==> src/rtl/key_action_ctrl_if.sv <==
// key_action_ctrl_if: keycode/map inputs and per-action outputs of the key action controller.
interface key_action_ctrl_if #(
    parameter int NUM_SLOTS   = 4,
    parameter int NUM_ACTIONS = 3
);
    logic                     tick;
    logic [NUM_SLOTS*8-1:0]   keycodes;
    logic [NUM_ACTIONS*8-1:0] key_map;
    logic [NUM_ACTIONS-1:0]   held;
    logic [NUM_ACTIONS-1:0]   press_pulse;
    logic [NUM_ACTIONS-1:0]   release_pulse;
    logic [NUM_ACTIONS-1:0]   fire;

    modport master (
        output tick, keycodes, key_map,
        input  held, press_pulse, release_pulse, fire
    );

    modport slave (
        input  tick, keycodes, key_map,
        output held, press_pulse, release_pulse, fire
    );
endinterface

==> src/rtl/key_action_ctrl.sv <==
// key_action_ctrl: maps programmable HID keycodes to per-action held/press/release/auto-repeat fire.
// Optional macro KEYCTL_LR_PRIORITY_EN: actions 0/1 become a last-pressed-wins left/right pair.
module key_action_ctrl #(
    parameter int NUM_SLOTS     = 4,
    parameter int NUM_ACTIONS   = 3,
    parameter int REPEAT_DELAY  = 20,
    parameter int REPEAT_PERIOD = 6
) (
    input  logic             Clk,
    input  logic             Reset_n,
    key_action_ctrl_if.slave bus
);
    localparam int MAX_CNT = (REPEAT_DELAY > REPEAT_PERIOD) ? REPEAT_DELAY : REPEAT_PERIOD;
    localparam int CW      = $clog2(MAX_CNT + 1);
    localparam logic [CW-1:0] DELAY_LAST  = CW'((REPEAT_DELAY > 0) ? REPEAT_DELAY - 1 : 0);
    localparam logic [CW-1:0] PERIOD_LAST = CW'((REPEAT_PERIOD > 0) ? REPEAT_PERIOD - 1 : 0);

    typedef enum logic [1:0] {IDLE, FIRST, REPEAT} state_t;

    state_t                 st  [NUM_ACTIONS];
    logic [CW-1:0]          cnt [NUM_ACTIONS];
    logic                   rollover;
    logic [NUM_ACTIONS-1:0] match;
    logic [NUM_ACTIONS-1:0] rise;
    logic [NUM_ACTIONS-1:0] fall;
    logic [NUM_ACTIONS-1:0] held_r;
    logic [NUM_ACTIONS-1:0] press_r;
    logic [NUM_ACTIONS-1:0] release_r;
    logic [NUM_ACTIONS-1:0] fire_r;
    logic [NUM_ACTIONS-1:0] lose;

    // ErrorRollOver in any slot means the report contents cannot be trusted this cycle.
    always_comb begin
        rollover = 1'b0;
        for (int s = 0; s < NUM_SLOTS; s++)
            if (bus.keycodes[8*s +: 8] == 8'h01) rollover = 1'b1;
    end

    // An action matches when its mapped (non-zero) keycode appears in any slot.
    always_comb begin
        match = '0;
        for (int a = 0; a < NUM_ACTIONS; a++)
            for (int s = 0; s < NUM_SLOTS; s++)
                if (bus.key_map[8*a +: 8] != 8'h00 && bus.keycodes[8*s +: 8] == bus.key_map[8*a +: 8])
                    match[a] = 1'b1;
    end

    // Press and release events, both frozen while the report is in rollover.
    always_comb begin
        rise = '0;
        fall = '0;
        for (int a = 0; a < NUM_ACTIONS; a++) begin
            rise[a] = !rollover && match[a] && st[a] == IDLE;
            fall[a] = !rollover && !match[a] && st[a] != IDLE;
        end
    end

    // Per-action hold/auto-repeat FSM; release wins over a coincident tick fire.
    always_ff @(posedge Clk or negedge Reset_n) begin
        if (!Reset_n) begin
            for (int a = 0; a < NUM_ACTIONS; a++) begin
                st[a]  <= IDLE;
                cnt[a] <= '0;
            end
            held_r    <= '0;
            press_r   <= '0;
            release_r <= '0;
            fire_r    <= '0;
        end else begin
            for (int a = 0; a < NUM_ACTIONS; a++) begin
                press_r[a]   <= rise[a];
                release_r[a] <= fall[a];
                fire_r[a]    <= rise[a];
                if (rise[a]) begin
                    held_r[a] <= 1'b1;
                    cnt[a]    <= '0;
                    st[a]     <= FIRST;
                end else if (fall[a]) begin
                    held_r[a] <= 1'b0;
                    cnt[a]    <= '0;
                    st[a]     <= IDLE;
                end else if (bus.tick && st[a] == FIRST && REPEAT_DELAY != 0) begin
                    if (cnt[a] == DELAY_LAST) begin
                        fire_r[a] <= 1'b1;
                        cnt[a]    <= '0;
                        st[a]     <= REPEAT;
                    end else begin
                        cnt[a] <= cnt[a] + 1'b1;
                    end
                end else if (bus.tick && st[a] == REPEAT) begin
                    if (cnt[a] == PERIOD_LAST) begin
                        fire_r[a] <= 1'b1;
                        cnt[a]    <= '0;
                    end else begin
                        cnt[a] <= cnt[a] + 1'b1;
                    end
                end
            end
        end
    end

`ifdef KEYCTL_LR_PRIORITY_EN
    logic win;

    // Remember which of the left/right pair went down last; a simultaneous press goes to action 1.
    always_ff @(posedge Clk or negedge Reset_n) begin
        if (!Reset_n)
            win <= 1'b0;
        else if (rise[1])
            win <= 1'b1;
        else if (rise[0])
            win <= 1'b0;
    end

    // While both are down, hide the held level and fires of the side that did not win.
    always_comb begin
        lose    = '0;
        lose[0] = held_r[0] & held_r[1] & win;
        lose[1] = held_r[0] & held_r[1] & ~win;
    end
`else
    assign lose = '0;
`endif

    assign bus.held          = held_r & ~lose;
    assign bus.fire          = fire_r & ~lose;
    assign bus.press_pulse   = press_r;
    assign bus.release_pulse = release_r;
endmodule

==> src/flat_wrapper.sv <==
// flat-port wrapper written by rule: the top's interface ports become plain ports
module key_action_ctrl_flat 
#(
    parameter int NUM_SLOTS     = 4,
    parameter int NUM_ACTIONS   = 3,
    parameter int REPEAT_DELAY  = 20,
    parameter int REPEAT_PERIOD = 6
)
  (Clk, Reset_n, bus_tick, bus_keycodes, bus_key_map, bus_held, bus_press_pulse, bus_release_pulse, bus_fire);
  key_action_ctrl_if #(.NUM_SLOTS(NUM_SLOTS), .NUM_ACTIONS(NUM_ACTIONS)) bus_i ();
  input  logic Clk;
  input  logic Reset_n;
  input wire logic [$bits(bus_i.tick)-1:0] bus_tick;
  input wire logic [$bits(bus_i.keycodes)-1:0] bus_keycodes;
  input wire logic [$bits(bus_i.key_map)-1:0] bus_key_map;
  output wire logic [$bits(bus_i.held)-1:0] bus_held;
  output wire logic [$bits(bus_i.press_pulse)-1:0] bus_press_pulse;
  output wire logic [$bits(bus_i.release_pulse)-1:0] bus_release_pulse;
  output wire logic [$bits(bus_i.fire)-1:0] bus_fire;
  assign bus_i.tick = bus_tick;
  assign bus_i.keycodes = bus_keycodes;
  assign bus_i.key_map = bus_key_map;
  assign bus_held = bus_i.held;
  assign bus_press_pulse = bus_i.press_pulse;
  assign bus_release_pulse = bus_i.release_pulse;
  assign bus_fire = bus_i.fire;
  key_action_ctrl #(.NUM_SLOTS(NUM_SLOTS), .NUM_ACTIONS(NUM_ACTIONS), .REPEAT_DELAY(REPEAT_DELAY), .REPEAT_PERIOD(REPEAT_PERIOD)) u_core (.Clk(Clk), .Reset_n(Reset_n), .bus(bus_i));
endmodule
==> config.mk <==
export PLATFORM = sky130hd
export DESIGN_NAME = key_action_ctrl_flat
export DESIGN_NICKNAME = d
export VERILOG_FILES = /design/src/rtl/key_action_ctrl_if.sv /design/src/rtl/key_action_ctrl.sv /design/src/flat_wrapper.sv
export SDC_FILE = /design/constraint.sdc
export NUM_CORES = 1
export LEC_CHECK = 0
export BUFFER_PORTS_ARGS = -buffer_cell sky130_fd_sc_hd__buf_2
export CAP_MARGIN = 40
export CORE_UTILIZATION = 43
export DETAILED_ROUTE_END_ITERATION = 12
export PLACE_DENSITY_LB_ADDON = 0.05
export SLEW_MARGIN = 0
export SYNTH_ARGS = -nofsm -noshare
export SYNTH_HDL_FRONTEND = slang
export SYNTH_SLANG_ARGS = --single-unit
==> constraint.sdc <==
create_clock -name Clk -period 2.18 [get_ports Clk]
set_input_delay 0.654 -clock Clk [delete_from_list [all_inputs] [get_ports Clk]]
set_output_delay 0.654 -clock Clk [all_outputs]
set_load 0.005 [all_outputs]
=== Yosys cells after proc, flatten, opt, wreduce, memory -nomap -nowiden ===
Index checks and enable logic that the tools add are counted.

* Bits in registers: 33
* Input bits: 59
* Output and inout bits: 12
* Word-level logic and storage cells: 171

* Add/sub/neg operators: 3
* Equality and inequality tests: 28
* Multiplexer cells: 70
* Reduce and logical (&&, ||, !) cells: 58

{| class="wikitable"
|+ Operators with widths
! operator !! count
|-
| equality test 8 bit || 12
|-
| two-way mux 5 bit || 18
|-
| two-way mux 1 bit || 40
|-
| equality test 8 x 1 -> 1 bit, second input constant || 4
|-
| logical AND 1 bit || 30
|-
| two-way mux 2 bit || 12
|-
| nonzero test 8 bit || 3
|-
| nonzero test 3 bit || 6
|-
| adder 5 x 1 -> 5 bit, second input constant || 3
|-
| equality test 5 x 3 -> 1 bit, second input constant || 3
|-
| equality test 5 bit, second input constant || 3
|-
| nonzero test 2 bit || 6
|-
| nonzero test 4 bit || 3
|-
| equality test 2 x 1 -> 1 bit, second input constant || 3
|-
| equality test 2 bit, second input constant || 3
|-
| zero test 2 bit || 3
|-
| AND reduction 2 bit || 3
|-
| zero test 1 bit || 4
|}

=== Logic depth before layout (Yosys ltp) ===
* Depth after elaboration: 11
* Gate-level depth with buffers: 8
* Gate-level depth less buffers: 8

=== Worst setup path before layout ===
No wires, ideal clock.

* Path kind: input to register
* Start point: input bus_key_map[5]
* End point: register u_core.cnt[12] (netlist name)
* Library setup time: 0.099 ns
* Data arrival time: 2.068 ns
* Required time: 2.081 ns
* Setup slack: 0.013 ns
* Stages on the path: 7
* Path buffers: 1
* Cells stage by stage: buf_2 > xor2_1 > nor4_1 > nand2_1 > and4_4 > or3_4 > a311oi_1

* Cells in the longest elaborated chain, start to end: 11
* Elaborated cells on any way between the ends: 21
* Those cells by class: eq/ne: 4; mux: 6; reduce/logical: 11

{| class="wikitable"
|+ Ends and longest elaborated chain
! what !! line !! RTL
|-
| start, declared || flat_wrapper.sv:15 || <nowiki>input wire logic [$bits(bus_i.key_map)-1:0] bus_key_map;</nowiki>
|-
| equality test 8 bit or nonzero test 8 bit (tied branches) || key_action_ctrl.sv:44 || <nowiki>if (bus.key_map[8*a +: 8] != 8'h00 && bus.keycodes[8*s +: 8] == bus.key_map[8*a +: 8])</nowiki>
|-
| logical AND 1 bit || key_action_ctrl.sv:44 ||
|-
| two-way mux 1 bit (3 in series) || key_action_ctrl.sv:44 ||
|-
| two-way mux 1 bit * || key_action_ctrl.sv:44 ||
|-
| zero test 1 bit || key_action_ctrl.sv:54 || <nowiki>fall[a] = !rollover && !match[a] && st[a] != IDLE;</nowiki>
|-
| logical AND 1 bit (2 in series) || key_action_ctrl.sv:54 ||
|-
| two-way mux 5 bit || key_action_ctrl.sv:78 || <nowiki>end else if (fall[a]) begin</nowiki>
|-
| two-way mux 5 bit || key_action_ctrl.sv:74 || <nowiki>if (rise[a]) begin</nowiki>
|-
| end signal, assigned by index || key_action_ctrl.sv:88 || <nowiki>cnt[a] <= cnt[a] + 1'b1;</nowiki>
|-
| end signal, assigned by index || key_action_ctrl.sv:95 || <nowiki>cnt[a] <= cnt[a] + 1'b1;</nowiki>
|-
| end, declared || key_action_ctrl.sv:21 || <nowiki>logic [CW-1:0] cnt [NUM_ACTIONS];</nowiki>
|}

Mark *: on every way between the ends. The rest lies on a longest branch, timed or not.
A chain may end at the register's enable or synchronous reset.

=== Worst setup path after layout ===
* Start point: input bus_keycodes[21]
* End point: register u_core.cnt[13] (netlist name)

* Cells in the longest elaborated chain, start to end: 9
* Elaborated cells on any way between the ends: 16
* Those cells by class: eq/ne: 2; mux: 6; reduce/logical: 8

{| class="wikitable"
|+ Ends and longest elaborated chain
! what !! line !! RTL
|-
| start, declared || flat_wrapper.sv:14 || <nowiki>input wire logic [$bits(bus_i.keycodes)-1:0] bus_keycodes;</nowiki>
|-
| equality test 8 bit || key_action_ctrl.sv:44 ||
|-
| logical AND 1 bit || key_action_ctrl.sv:44 ||
|-
| two-way mux 1 bit (2 in series) || key_action_ctrl.sv:44 ||
|-
| zero test 1 bit || key_action_ctrl.sv:54 ||
|-
| logical AND 1 bit (2 in series) || key_action_ctrl.sv:54 ||
|-
| two-way mux 5 bit || key_action_ctrl.sv:78 ||
|-
| two-way mux 5 bit || key_action_ctrl.sv:74 ||
|}

Several ways; a longest one is shown, not always the timed one.

==> flow_summary.ini <==
[run_status]
status = complete, no violations

[synthesis]
synth.distinct_cells = 40
syn-instance-count = 403
synth_area_um2 = 3280
synth_edf_count = 0
ys_seq_area_share_pct = 25.2
synth_top_area_share_pct = 27.2
synth_area_leaders = xor2_1 27%, dfrtp_1 25%, nor4_1 6.5%
synthFlopType = dfrtp_1
yosysWarnings = 0
synthesis.nets = 468
ys_seq_elements = 33
synth.avg_cell_area_um2 = 8.14
synthArstFlopShare_pct = 100
synth_top_area_cell = xor2_1

[setup_path]
worst_setup_path_start_kind = primary input
r2r_start = u_core.cnt[0]$_DFFE_PN0P_
critical_path_class = in -> reg
crit_path_start = bus_keycodes[21]
critPathArrivalTime_ns = 2.32
rr_worst_depth = 6
required_ns = 2.38
r2r_setup_slack_ns = 0.31
worstReg2RegEnd = u_core.bus.fire[2]$_DFF_PN0_
crit_path_end = u_core.cnt[13]$_DFFE_PN0P_
crit_fanout = 4
critPathCaptureType = flop

[grt]
antenna_found_initial = 0
grt-ovfl-total = 0
grt_pass1_wl_um = 14200
grt_pass1_vias = 3064
grt_max_degree = 34
grt_util_all_layers_pct = 23.5

[route]
route.detailed.drc = 0
dr.pass1.iters = 6
vias = 3182
ant_nets = 0
routedWlPerCell_um = 15.2
drt-vias-per-instance = 5.38
drtIter0Drc = 107
drt_wl_total_um = 9010

[cells_and_area]
drive_above_1_share_pct = 33.1
diodes = 0
instances_no_fill = 591
area_growth_pct = 31.7
finalNetCount = 556

[power_and_ir_drop]
p_leak_nw = 1.92
p_switching_uw = 669
switching_share_pct = 35.6
ir_drop_uv = 216
p_int_mw = 1.21
pwr-share-seq_pct = 40.4
p_comb_share_pct = 35.3
power_density_nw_per_um2 = 435
clockPowerShare_pct = 24.3

[floorplanning]
dieArea_um2 = 7980
die_w_um = 89.3
initial_core_util_pct = 44.7
io_pins = 71
core_um2 = 7330
die_y_um = 89.3
rows = 31

[placed_design]
routabilityCongestion = 0.967
dp.final_hpwl_um = 6950
dp_cells = 588
dp_slack_ns = -0.563
port_buffers = 70

[clocking]
cts_buffers = 5
clockRootBuffer = clkbuf_8
htree_levels = 2
cts_sinks = 33
clk_pin_slew_worst_paths_ns = 0.07
cts_tree = done
clock_path_buffers = 2
clk_latency_ns = 0.29

[timing]
fin_ws_ns = 0.0597
slew_headroom_pct = 48.3
worst_pin_slew_ns = 0.776
slew_viol_final = 0
rsz0062_at_grt = false
layout_min_cycle_time_ns = 2.12
whs_ns = 0.440
setup_violations = 0
max_freq_mhz = 472
hold_violations = 0
layout_worst_path_cycle_share_pct = 97.3
skew_ns = 0.00410

[run]
cap_violations = 0

[min_path]
hp-class = in -> async
-- metal layers --
metal | wire (um) | track usage [%] | share of wire (%)
met3 | 296 | 2.77 | 3.3
met5 | 0 | 0 | 0
met1 | 4090 | 30.0 | 45
met4 | 269 | 11.4 | 3.0
met2 | 4350 | 39.6 | 48
-- layout make-up --
cell class | count | area (um^2)
Multi-Input combinational cell | 327 | 2440
Timing Repair Buffer | 117 | 818
Fill cell | 650 | 3010
Inverter | 7 | 26.3
Tap cell | 99 | 124
Clock buffer | 8 | 80.1
Sequential cell | 33 | 826
-- critical path, stage by stage --
cell      delay [ns]
buf_4           0.14
xor2_2          0.17
nor4_2          0.33
nand2_1         0.15
and4_4          0.21
or3_4           0.40
a311oi_2        0.27
-- what timing repair did --
item | in CTS | in global routing
buffers inserted | 0 | 2
setup endpoints to repair | 9 | 15
hold buffers | 0 | 0
pin swaps | 10 | 28
gates resized for setup | 19 | 61
-- sequential cells by signal, summed over array words and instances, names as in the netlist --
register and count:
u_core.cnt 15, u_core.st 6, u_core.bus.fire 3, u_core.bus.held 3
u_core.bus.press_pulse 3, u_core.bus.release_pulse 3
-- synthesized netlist by cell type (3+ instances only) --
cell / instances
nand2_1: 50
xnor2_1: 6
a21oi_1: 18
and4_4: 3
a311oi_1: 9
inv_1: 7
nor4b_1: 4
dfrtp_1: 33
o21ai_0: 15
or3_4: 3
nand2b_1: 4
a31oi_1: 10
buf_2: 8
nor2b_1: 4
xor2_1: 102
clkbuf_1: 18
buf_6: 7
o22ai_1: 5
nand4_1: 4
nor4_1: 34
ha_1: 6
nor2_1: 19
nand3_1: 11
-- cell families after synthesis --
family                     after synthesis  share of synthesized area (%)
AOI/OAI and AO/OA                       63                           11.7
xor gates and xnor gates               108                           28.8
adders and majority gates                6                           2.29
buffers and inverters                   43                           7.10
DFF                                     33                           25.2
muxes                                    2                          0.610
and+or+nand+nor                        148                           24.3
-- worst min path at each step --
stage | start | endpoint | slack [ns]
3_5_place_dp | u_core.bus.held[2]$_DFFE_PN0P_ | u_core.bus.held[2]$_DFFE_PN0P_ | 0.50
6_report | Reset_n | u_core.bus.fire[2]$_DFF_PN0_ | 0.44
3_3_place_gp | u_core.bus.held[0]$_DFFE_PN0P_ | u_core.bus.held[0]$_DFFE_PN0P_ | 0.49
4_1_cts | Reset_n | u_core.bus.fire[2]$_DFF_PN0_ | 0.47
2_1_floorplan | Reset_n | u_core.bus.fire[0]$_DFF_PN0_ | 0.36
5_1_grt | Reset_n | u_core.bus.fire[2]$_DFF_PN0_ | 0.50
-- through the flow --
| step | power, mW | cell area (um^2) | setup TNS (ns) | util [%] |
|---|---|---|---|---|
| CTS | 1.84 | 4080 | -0.00326 | 55.6 |
| finish | 1.88 | 4320 | 0 | 58.9 |
| global route | 1.99 | 4320 | 0 | 58.9 |
| detailed placement | 1.37 | 3950 | -7.29 | 53.9 |
| floorplan | 1.11 | 3280 | 0 | - |
| global placement | 1.35 | 3950 | -7.44 | 53.9 |
-- power by group through the flow --
stage | Clock, mW | Sequential (mW) | Combinational [mW]
6_report | 0.456 | 0.759 | 0.662
5_1_grt | 0.487 | 0.766 | 0.734
4_1_cts | 0.463 | 0.758 | 0.615
3_5_place_dp | 0 | 0.768 | 0.605
3_3_place_gp | 0 | 0.765 | 0.588
2_1_floorplan | 0 | 0.751 | 0.356
-- cell usage in the layout, fill, tap and decap left out, types with 11 or more instances in the layout --
| cell | n |
|---|---|
| buf_2 | 50 |
| nor2_1 | 19 |
| dfrtp_1 | 33 |
| nand2_1 | 45 |
| nor4_2 | 14 |
| o21ai_0 | 15 |
| buf_6 | 12 |
| nor4_1 | 18 |
| nand3_1 | 11 |
| buf_4 | 53 |
| xor2_1 | 97 |
| a21oi_1 | 18 |
Note: power is estimated with default switching activity, not from simulation.
